==> config.mk <==
export PLATFORM = sky130hd
export DESIGN_NAME = cache_line_engine_flat
export DESIGN_NICKNAME = d
export VERILOG_FILES = /design/src/rtl/cache_line_engine_if.sv /design/src/rtl/cache_line_engine.sv /design/src/flat_wrapper.sv
export SDC_FILE = /design/constraint.sdc
export NUM_CORES = 1
export LEC_CHECK = 0
export CORE_ASPECT_RATIO = 2
export CORE_MARGIN = 2
export CORE_UTILIZATION = 43
export CTS_CLUSTER_DIAMETER = 40
export DETAILED_ROUTE_END_ITERATION = 12
export PLACE_DENSITY = 0.81
export SETUP_SLACK_MARGIN = 0.2
export SLEW_MARGIN = 0
export SYNTH_ARGS = -nofsm -noshare
export SYNTH_HDL_FRONTEND = slang
export SYNTH_SLANG_ARGS = --single-unit
==> constraint.sdc <==
create_clock -name CLK -period 2 [get_ports CLK]
set_input_delay 0.4 -clock CLK [delete_from_list [all_inputs] [get_ports CLK]]
set_output_delay 0.4 -clock CLK [all_outputs]
set_load 0.05 [all_outputs]
==> src/rtl/cache_line_engine_if.sv <==
// Bus bundle for cache_line_engine: command/ack FIFO pair, data-array port, memory port.
// master = engine side (pops commands, drives array and memory), slave = environment side.
interface cache_line_engine_if #(
   parameter int NUM_WAYS  = 1,
   parameter int NUM_LINES = 512,
   parameter int LINE_SIZE = 16,
   parameter int W_D       = 32,
   parameter int W_A       = 27
);
   localparam int W_WAY     = (NUM_WAYS > 1) ? $clog2(NUM_WAYS) : 1;
   localparam int WPL       = LINE_SIZE / (W_D / 8);
   localparam int W_LOCAL_A = $clog2(NUM_LINES * WPL);

   logic [31:0]          cmd_q;
   logic                 cmd_empty;
   logic                 cmd_deq;

   logic [31:0]          ack_d;
   logic                 ack_enq;
   logic                 ack_full;

   logic [W_WAY-1:0]     way_sel;
   logic [W_LOCAL_A-1:0] line_addr;
   logic [W_D-1:0]       line_d;
   logic                 line_we;
   logic [W_D-1:0]       line_q;

   logic [W_A-1:0]       mem_addr;
   logic                 mem_re;
   logic                 mem_we;
   logic [W_D-1:0]       mem_d;
   logic                 mem_ready;
   logic [W_D-1:0]       mem_rdata;
   logic                 mem_rvalid;

   modport master (
      input  cmd_q, cmd_empty, ack_full, line_q,
      input  mem_ready, mem_rdata, mem_rvalid,
      output cmd_deq, ack_d, ack_enq,
      output way_sel, line_addr, line_d, line_we,
      output mem_addr, mem_re, mem_we, mem_d
   );

   modport slave (
      output cmd_q, cmd_empty, ack_full, line_q,
      output mem_ready, mem_rdata, mem_rvalid,
      input  cmd_deq, ack_d, ack_enq,
      input  way_sel, line_addr, line_d, line_we,
      input  mem_addr, mem_re, mem_we, mem_d
   );
endinterface

==> src/rtl/cache_line_engine.sv <==
// Cache miss/flush responder: pops command words, writes back victim line, fills new line, acks.
// Ports: CLK, RST_N (async low), bus (master modport of cache_line_engine_if), busy, err pulse.
module cache_line_engine #(
   parameter int NUM_WAYS  = 1,
   parameter int NUM_LINES = 512,
   parameter int LINE_SIZE = 16,
   parameter int W_D       = 32,
   parameter int W_A       = 27
) (
   input  logic                CLK,
   input  logic                RST_N,
   cache_line_engine_if.master bus,
   output logic                busy,
   output logic                err
);
   localparam int W_WAY     = (NUM_WAYS > 1) ? $clog2(NUM_WAYS) : 1;
   localparam int WPL       = LINE_SIZE / (W_D / 8);
   localparam int W_INDEX   = $clog2(NUM_LINES);
   localparam int W_LOCAL_A = $clog2(NUM_LINES * WPL);
   localparam int W_BO      = $clog2(W_D / 8);
   localparam int W_TAG     = W_A - W_LOCAL_A - W_BO;
   localparam int W_WC      = (WPL > 1) ? $clog2(WPL) : 1;

   typedef enum logic [3:0] {
      IDLE,
      GET_WAY,
      GET_IDX,
      GET_VTAG,
      GET_NTAG,
      WB_RD,
      WB_WR,
      FILL_REQ,
      FILL_WAIT,
      ACK
   } state_t;

   state_t               state;
   state_t               state_n;

   logic [1:0]           code_r;
   logic [W_WAY-1:0]     way_r;
   logic [W_INDEX-1:0]   idx_r;
   logic [W_TAG-1:0]     vtag_r;
   logic [W_TAG-1:0]     ntag_r;
   logic [W_WC-1:0]      wc;
   logic [W_D-1:0]       wdat;
   logic                 held;
   logic                 outstanding;
   logic                 rv_q;
   logic [W_D-1:0]       rd_q;
   logic                 live;

   logic                 pop;
   logic                 legal;
   logic                 last;
   logic                 acc_rd;
   logic [W_LOCAL_A-1:0] line_local;
   logic [W_TAG-1:0]     cur_tag;

   logic                 cmd_deq;
   logic                 ack_enq;
   logic                 line_we;
   logic                 mem_re;
   logic                 mem_we;
   logic                 err_c;

   // live holds fetches off until the first clock after reset release
   assign pop    = live && !bus.cmd_empty;
   assign legal  = (bus.cmd_q == 32'd1) ||
                   (bus.cmd_q == 32'd2) ||
                   (bus.cmd_q == 32'd3);
   assign last   = (wc == W_WC'(WPL - 1));
   assign acc_rd = (state == FILL_REQ) && bus.mem_ready;

   assign line_local = W_LOCAL_A'(idx_r) * W_LOCAL_A'(WPL)
                     + W_LOCAL_A'(wc);
   assign cur_tag    = (state == FILL_REQ) ? ntag_r : vtag_r;

   always_ff @(posedge CLK or negedge RST_N) begin
      if (!RST_N) state <= IDLE;
      else        state <= state_n;
   end

   always_comb begin
      state_n = state;
      cmd_deq = 1'b0;
      ack_enq = 1'b0;
      line_we = 1'b0;
      mem_re  = 1'b0;
      mem_we  = 1'b0;
      err_c   = 1'b0;
      unique case (state)
         IDLE: begin
            if (pop) begin
               cmd_deq = 1'b1;
               if (legal) state_n = GET_WAY;
               else       err_c   = 1'b1;
            end
         end
         GET_WAY: begin
            if (pop) begin
               cmd_deq = 1'b1;
               state_n = GET_IDX;
            end
         end
         GET_IDX: begin
            if (pop) begin
               cmd_deq = 1'b1;
               state_n = (code_r == 2'd1) ? GET_NTAG : GET_VTAG;
            end
         end
         GET_VTAG: begin
            if (pop) begin
               cmd_deq = 1'b1;
               state_n = (code_r == 2'd2) ? GET_NTAG : WB_RD;
            end
         end
         GET_NTAG: begin
            if (pop) begin
               cmd_deq = 1'b1;
               state_n = (code_r == 2'd2) ? WB_RD : FILL_REQ;
            end
         end
         WB_RD: begin
            state_n = WB_WR;
         end
         WB_WR: begin
            mem_we = 1'b1;
            if (bus.mem_ready) begin
               if (!last)               state_n = WB_RD;
               else if (code_r == 2'd2) state_n = FILL_REQ;
               else                     state_n = ACK;
            end
         end
         FILL_REQ: begin
            mem_re = 1'b1;
            if (bus.mem_ready) state_n = FILL_WAIT;
         end
         FILL_WAIT: begin
            if (rv_q) begin
               line_we = 1'b1;
               state_n = last ? ACK : FILL_REQ;
            end
         end
         ACK: begin
            if (!bus.ack_full) begin
               ack_enq = 1'b1;
               state_n = IDLE;
            end
         end
         default: state_n = IDLE;
      endcase
   end

   always_ff @(posedge CLK or negedge RST_N) begin
      if (!RST_N) begin
         live        <= 1'b0;
         code_r      <= '0;
         way_r       <= '0;
         idx_r       <= '0;
         vtag_r      <= '0;
         ntag_r      <= '0;
         wc          <= '0;
         wdat        <= '0;
         held        <= 1'b0;
         outstanding <= 1'b0;
         rv_q        <= 1'b0;
         rd_q        <= '0;
      end else begin
         live <= 1'b1;

         if (pop) begin
            unique case (state)
               IDLE:     code_r <= bus.cmd_q[1:0];
               GET_WAY:  way_r  <= bus.cmd_q[W_WAY-1:0];
               GET_IDX:  idx_r  <= bus.cmd_q[W_INDEX-1:0];
               GET_VTAG: vtag_r <= bus.cmd_q[W_TAG-1:0];
               GET_NTAG: ntag_r <= bus.cmd_q[W_TAG-1:0];
               default:  ;
            endcase
         end

         if (state == IDLE) wc <= '0;

         if (state == WB_RD) held <= 1'b0;

         // line_q is only valid in the first WB_WR cycle; keep a copy for stalls
         if (state == WB_WR) begin
            if (!held) begin
               wdat <= bus.line_q;
               held <= 1'b1;
            end
            if (bus.mem_ready) wc <= last ? '0 : wc + W_WC'(1);
         end

         if ((state == FILL_WAIT) && rv_q) begin
            rv_q <= 1'b0;
            wc   <= last ? '0 : wc + W_WC'(1);
         end

         // rvalid may coincide with the accepting cycle; accept it only
         // for a read this engine issued, so stale returns after reset drop
         if (acc_rd || outstanding) begin
            if (bus.mem_rvalid) begin
               rv_q        <= 1'b1;
               rd_q        <= bus.mem_rdata;
               outstanding <= 1'b0;
            end else if (acc_rd) begin
               outstanding <= 1'b1;
            end
         end
      end
   end

   assign bus.cmd_deq   = cmd_deq;
   assign bus.ack_enq   = ack_enq;
   assign bus.ack_d     = 32'(code_r);
   assign bus.way_sel   = way_r;
   assign bus.line_addr = line_local;
   assign bus.line_d    = rd_q;
   assign bus.line_we   = line_we;
   assign bus.mem_re    = mem_re;
   assign bus.mem_we    = mem_we;
   assign bus.mem_addr  = W_A'({cur_tag, line_local}) << W_BO;
   assign bus.mem_d     = held ? wdat : bus.line_q;
   assign busy          = (state != IDLE);
   assign err           = err_c;
endmodule
==> src/flat_wrapper.sv <==
// flat-port wrapper written by rule: the top's interface ports become plain ports
module cache_line_engine_flat 
#(
   parameter int NUM_WAYS  = 1,
   parameter int NUM_LINES = 512,
   parameter int LINE_SIZE = 16,
   parameter int W_D       = 32,
   parameter int W_A       = 27
)
  (CLK, RST_N, busy, err, bus_cmd_q, bus_cmd_empty, bus_ack_full, bus_line_q, bus_mem_ready, bus_mem_rdata, bus_mem_rvalid, bus_cmd_deq, bus_ack_d, bus_ack_enq, bus_way_sel, bus_line_addr, bus_line_d, bus_line_we, bus_mem_addr, bus_mem_re, bus_mem_we, bus_mem_d);
  cache_line_engine_if #(.NUM_WAYS(NUM_WAYS), .NUM_LINES(NUM_LINES), .LINE_SIZE(LINE_SIZE), .W_D(W_D), .W_A(W_A)) bus_i ();
  input  logic CLK;
  input  logic RST_N;
  output logic busy;
  output logic err;
  input wire logic [$bits(bus_i.cmd_q)-1:0] bus_cmd_q;
  input wire logic [$bits(bus_i.cmd_empty)-1:0] bus_cmd_empty;
  input wire logic [$bits(bus_i.ack_full)-1:0] bus_ack_full;
  input wire logic [$bits(bus_i.line_q)-1:0] bus_line_q;
  input wire logic [$bits(bus_i.mem_ready)-1:0] bus_mem_ready;
  input wire logic [$bits(bus_i.mem_rdata)-1:0] bus_mem_rdata;
  input wire logic [$bits(bus_i.mem_rvalid)-1:0] bus_mem_rvalid;
  output wire logic [$bits(bus_i.cmd_deq)-1:0] bus_cmd_deq;
  output wire logic [$bits(bus_i.ack_d)-1:0] bus_ack_d;
  output wire logic [$bits(bus_i.ack_enq)-1:0] bus_ack_enq;
  output wire logic [$bits(bus_i.way_sel)-1:0] bus_way_sel;
  output wire logic [$bits(bus_i.line_addr)-1:0] bus_line_addr;
  output wire logic [$bits(bus_i.line_d)-1:0] bus_line_d;
  output wire logic [$bits(bus_i.line_we)-1:0] bus_line_we;
  output wire logic [$bits(bus_i.mem_addr)-1:0] bus_mem_addr;
  output wire logic [$bits(bus_i.mem_re)-1:0] bus_mem_re;
  output wire logic [$bits(bus_i.mem_we)-1:0] bus_mem_we;
  output wire logic [$bits(bus_i.mem_d)-1:0] bus_mem_d;
  assign bus_i.cmd_q = bus_cmd_q;
  assign bus_i.cmd_empty = bus_cmd_empty;
  assign bus_i.ack_full = bus_ack_full;
  assign bus_i.line_q = bus_line_q;
  assign bus_i.mem_ready = bus_mem_ready;
  assign bus_i.mem_rdata = bus_mem_rdata;
  assign bus_i.mem_rvalid = bus_mem_rvalid;
  assign bus_cmd_deq = bus_i.cmd_deq;
  assign bus_ack_d = bus_i.ack_d;
  assign bus_ack_enq = bus_i.ack_enq;
  assign bus_way_sel = bus_i.way_sel;
  assign bus_line_addr = bus_i.line_addr;
  assign bus_line_d = bus_i.line_d;
  assign bus_line_we = bus_i.line_we;
  assign bus_mem_addr = bus_i.mem_addr;
  assign bus_mem_re = bus_i.mem_re;
  assign bus_mem_we = bus_i.mem_we;
  assign bus_mem_d = bus_i.mem_d;
  cache_line_engine #(.NUM_WAYS(NUM_WAYS), .NUM_LINES(NUM_LINES), .LINE_SIZE(LINE_SIZE), .W_D(W_D), .W_A(W_A)) u_core (.CLK(CLK), .RST_N(RST_N), .bus(bus_i), .busy(busy), .err(err));
endmodule
# ---- After elaboration in Yosys (flattened, before gate mapping)
# Cells that the tools add are included.
dict set report classes {
  eq_ne 25
  muxes 43
  n_addsub 2
  reduce_logical 19
}
# operator count
set op_table {}
lappend op_table {{$eq A32 B2 Y1 const B} 2}
lappend op_table {{$mux W4} 13}
lappend op_table {{$pmux W4 S10} 1}
lappend op_table {{$eq A32 B1 Y1 const B} 1}
lappend op_table {{$mux W32} 1}
lappend op_table {{$mux W1} 20}
lappend op_table {{$eq A4 B3 Y1 const B} 4}
lappend op_table {{$mux W14} 1}
lappend op_table {{$ne A2 B1 Y1 const B} 7}
lappend op_table {{$reduce_and A2 Y1} 7}
lappend op_table {{$mux W2} 6}
lappend op_table {{$add A11 B2 Y11} 1}
lappend op_table {{$reduce_and A10 Y1} 1}
lappend op_table {{$eq A4 B2 Y1 const B} 2}
lappend op_table {{$eq A4 B4 Y1 const B} 2}
lappend op_table {{$ne A2 B2 Y1 const B} 3}
lappend op_table {{$reduce_or A5 Y1} 1}
lappend op_table {{$eq A2 B2 Y1 const B} 2}
lappend op_table {{$eq A4 B1 Y1 const B} 1}
lappend op_table {{$logic_not A4 Y1} 1}
lappend op_table {{$reduce_bool A4 Y1} 1}
lappend op_table {{$logic_and A1 B1 Y1} 3}
lappend op_table {{$logic_or A1 B1 Y1} 3}
lappend op_table {{$mux W3} 1}
lappend op_table {{4 further kinds} 4}
dict set report totals {
  word_cells 102
  register_bits 114
}

# ---- Logic depth before layout (Yosys ltp)
# Gate-level depths: netlist of the first run.
dict set report depth {
  word_depth 6
  depth_mapped 8
  ltp_nobuf 5
}

# ---- Least setup slack after synthesis of the first run
# OpenSTA, ideal clock, no wires.
dict set report synth_timing {
  kind {reg-to-reg}
  startpoint {register u_core.state[0]}
  endpoint {register u_core.wc[0]}
  t_required_ps 1856
  path_slack_ps -904
  n_path_buf 2
  setup_ps 144
  synth_period_minus_slack_ps 2904
  stages_incl_launch_ff 7
  arrival_time_ps 2760
  cell_sequence {dfrtp_1 -> buf_2 -> buf_1 -> nor4_1 -> a21oi_1 -> nand3_1 -> o31ai_1}
}
dict set report synth_between {
  elab_chain_len 5
}
# item line_no
set synth_lines {}
lappend synth_lines {{start, declared} cache_line_engine.sv:37} ;# state_t state;
lappend synth_lines {{start signal, assigned} cache_line_engine.sv:81} ;# else state <= state_n;
lappend synth_lines {{$logic_not A4 Y1} cache_line_engine.sv:183} ;# if (state == IDLE) wc <= '0;
lappend synth_lines {{$mux W2} cache_line_engine.sv:183}
lappend synth_lines {{$mux W2} cache_line_engine.sv:193} ;# if (bus.mem_ready) wc <= last ? '0 : wc + W_WC'(1);
lappend synth_lines {{$mux W2} cache_line_engine.sv:188} ;# if (state == WB_WR) begin
lappend synth_lines {{$mux W2 (*)} cache_line_engine.sv:196} ;# if ((state == FILL_WAIT) && rv_q) begin
lappend synth_lines {{end signal, assigned} cache_line_engine.sv:193}
lappend synth_lines {{end signal, assigned} cache_line_engine.sv:198} ;# wc <= last ? '0 : wc + W_WC'(1);
lappend synth_lines {{end, declared} cache_line_engine.sv:45} ;# logic [W_WC-1:0] wc;
# Mark *: on every way between the ends. The rest lies on a longest branch, timed or not.
# A chain may end at the register's enable or synchronous reset.

# ---- Worst setup path after layout of the first run
dict set report layout_timing {
  startpoint {input port bus_cmd_q[12]}
  endpoint {output port err}
}
dict set report layout_between {
  elab_chain_len 6
}
# item line_no
set layout_lines {}
lappend layout_lines {{start, declared} flat_wrapper.sv:16} ;# input wire logic [$bits(bus_i.cmd_q)-1:0] bus_cmd_q;
lappend layout_lines {{$eq A32 B1 Y1 or $eq A32 B2 Y1 (tied branches)} {cache_line_engine.sv:69, cache_line_engine.sv:70}}
lappend layout_lines {{$logic_or A1 B1 Y1} cache_line_engine.sv:69} ;# assign legal = (bus.cmd_q == 32'd1) ||
lappend layout_lines {{$logic_or A1 B1 Y1 (*)} cache_line_engine.sv:70} ;# (bus.cmd_q == 32'd2) ||
lappend layout_lines {{$mux W1 (*)} cache_line_engine.sv:96} ;# if (legal) state_n = GET_WAY;
lappend layout_lines {{$mux W1 (*)} cache_line_engine.sv:94} ;# if (pop) begin
lappend layout_lines {{$mux W1 (*)} cache_line_engine.sv:92} ;# unique case (state)
lappend layout_lines {{end, declared} flat_wrapper.sv:15} ;# output logic err;
# Marked as above.

==> metrics.md, run 1 <==
| Metric | Value |
|---|---|
| Total GRT Usage | `21.6%` |
| Slowest stage cell on the critical path | `clkdlybuf4s50_1` |
| Cell variety after synth | `39` |
| Post-layout util | `73.4%` |
| Cells after DPL | `780` |
| Share of cells above drive strength 1 | `41.4%` |
| Final ANT Viol Nets | `0` |
| Sequential share of the synthesized area | `50.6%` |
| Io pins | `244` |
| Pwr Density | `638 nW/um2` |
| Min Tclk post-route | `2180 ps` |
| Number of synthesized flops with an enable pin | `0` |
| Quantity of I/O buffers inserted on ports | `211` |
| Crit path kind | `in -> out` |
| CP required | `1600 ps` |
| Syn_area_per_cell | `13.6 um2` |
| Cts bufs inserted | `17` |
| Wirelength per Cell | `19.4 um` |
| Maximum number of pins on one net before global-route repair | `115` |
| Antenna diodes | `0` |
| Synthesized cell area | `5640 um2` |
| Clock Tree Buf Depth | `2` |
| Worst Tran Pin Value | `612 ps` |
| Area after DPL | `8330 um2` |
| Die Y | `166 um` |
| Leak pwr | `4.99 nW` |
| Vias | `4247` |
| Tcrit/Tclk final | `109%` |
| Htree depth | `4` |
| Leading cell type in the layout, fill and taps excluded | `dfrtp_1` |
| CTS Sinks | `114` |
| Crit path cell chain | `clkdlybuf4s50_1 -> nor4_1 -> o211ai_1 -> nor3_2 -> buf_4 -> nor2_2 -> buf_6` |
| Global route total overflow | `0` |
| Post-route cell area | `9490 um2` |
| Cells after Synth | `414` |
| Worst-path clk slew | `50 ps` |
| #FFs+latches synth | `114` |
| Slew HR | `59.2%` |
| Max Clk Rate | `0.459 GHz` |
| Antenna violations before repair | `0` |
| First-pass GRT wire length | `23.7 mm` |
| Warnings, synthesis | `0` |
| Worst Path Arrival | `1780 ps` |
| Ys flop type | `dfrtp_1` |
| Post-route clock skew | `11.6 ps` |
| Most frequent cells in the layout | `111 x dfrtp_1, 78 x mux2_4, 73 x clkdlybuf4s50_1` |
| Failing checks | `negative setup slack` |
| Clock Latency Late Sink | `400 ps` |
| Final Setup Violations | `44` |
| Area grow syn2layout | `68.3%` |
| Initial Util | `43.6%` |
| Final hold vios | `0` |
| Max-Cap Viols | `0` |
| FFs w/ async S/R, synth | `100%` |
| Crit-path max FO | `2` |
| CTS tree | `built` |
| Slew Limit Fails | `0` |
| Final wirelength | `16.2 mm` |
| Residual DRC | `0` |
| Post-CTS Hold Buffers | `0` |
| Setup ws final | `-177 ps` |
| Initial DRC count | `124` |
| Detailed-router iteration count before antenna repair | `4` |
| CP Launch Type | `input port` |
| Die area | `14100 um2` |
| Final Wtd Congestion | `0.894` |
| Worst VDD drop | `0.000723 V` |
| Nets@finish | `774` |
| DP HPWL | `10.8 mm` |
| CP endpoint kind | `output pin` |
| Run status | `complete, but fails checks` |
| Vias in the first global route | `4622` |
| Vias per cell | `5.08` |
| Die Width | `85.0 um` |
| Root Driver | `clkbuf_16` |
| Hold crit path type | `in -> async` |
| RSZ-0062 raised after global routing | `true` |
| Layout Cells excl Fill | `836` |
| Largest stage delay, worst path | `460 ps` |
| FP Rows | `59` |
| Core Area | `12900 um2` |
[kinds of logic after synthesis]
| logic type | share of synthesized area, % |
|---|---|
| other | 0.133 |
| buffers and inverters | 8.14 |
| adder cells (fa/ha/maj) | 0.222 |
| flip-flops | 50.6 |
| multiplexers | 32.5 |
| AO/OA/AOI/OAI | 2.33 |
| AND/OR/NAND/NOR | 6.08 |
[metal layers]
layer	part of all wire, %	up-vias	track usage [%]
met4	3.6	0	9.80
met3	4.9	42	4.97
met5	0	-	0
met2	59	172	41.2
li1	-	1905	-
met1	32	2128	21.1
[worst paths after layout]
path / slack (ps) / cells after the start / endpoint / start
min in group CLK: 430 / 3 / u_core.vtag_r[10] / bus_cmd_q[10]
max in group asynchronous: 1460 / 2 / u_core.state[0] / RST_N
setup / recovery: -180 / 7 / err / bus_cmd_q[12]
hold / removal: 70 / 2 / u_core.wdat[11] / RST_N
setup reg to reg: 130 / 7 / u_core.state[2] / u_core.state[0]
hold reg to reg: 480 / 1 / u_core.vtag_r[7] / u_core.vtag_r[7]
[flip-flops by register name, summed over array words and instances, names as in the netlist]
name and flops:
u_core.idx_r 9, u_core.wc 2, u_core.held 1, u_core.outstanding 1, u_core.bus.way_sel 1, u_core.wdat 32, u_core.bus.line_d 32, u_core.live 1
u_core.code_r 2, u_core.rv_q 1, u_core.ntag_r 14, u_core.vtag_r 14, u_core.state 4
[synth_stat cells (3+ instances only)]
library cell	number	area share (%)
mux2_2	70	14
nand3_1	6	0.53
dfrtp_1	114	51
nor2_1	11	0.73
nand2b_1	5	0.55
buf_4	47	6.3
nand2_1	8	0.53
buf_1	3	0.20
buf_2	7	0.62
nor4_1	8	0.89
mux2_1	54	11
buf_6	4	0.80
nor2b_1	3	0.33
nor3_1	5	0.44
o21ai_0	4	0.36
a21oi_1	7	0.62
mux2_4	29	7.7
[cell type report]
| type | instances | area (um2) |
|---|---|---|
| clock inverters | 14 | 129 |
| fillers | 822 | 3430 |
| inverters | 2 | 7.51 |
| flip-flops and latches | 114 | 2860 |
| clock buffers | 18 | 439 |
| well taps | 152 | 190 |
| repair buffers | 270 | 3100 |
| multi-input cells | 266 | 2770 |
[critical path, delay by kind of cell]
family | cells | cell delay (ps)
buf+inv | 3 | 750
compound gates | 1 | 210
simple gates | 3 | 420
[metrics by stage]
stage | power, mW | setup WS (ps) | setup TNS [ps] | hold slack (ps)
after floorplan | 2.76 | 208 | 0 | 104
after global placement | 3.18 | -364 | -1440 | 462
after detailed placement | 3.19 | -379 | -1620 | 471
after CTS | 6.09 | -166 | -2910 | 98.7
after global routing | 6.25 | -243 | -4690 | 114
final | 6.05 | -177 | -2330 | 66.9
[power breakdown]
| group | switching, mW | leakage (nW) | internal (mW) |
|---|---|---|---|
| Sequential | 0.00966 | 1.58 | 2.31 |
| Combinational | 0.459 | 3.13 | 0.384 |
| Clock | 1.13 | 0.274 | 1.76 |
[repair_timing]
action	4_1_cts	5_1_grt
setup endpoints to repair	171	87
pin swaps	13	6
gates resized for setup	139	41
gates cloned	1	3
setup buffers	11	9
Note: power is estimated with default switching activity, not from simulation.
==> run 2: changes to the inputs <==
ABC_CLOCK_PERIOD_IN_PS = 2000   (was unset)
==> results of run 2 <==
The final DEF is identical to that of run 1; final timing and power are the same.
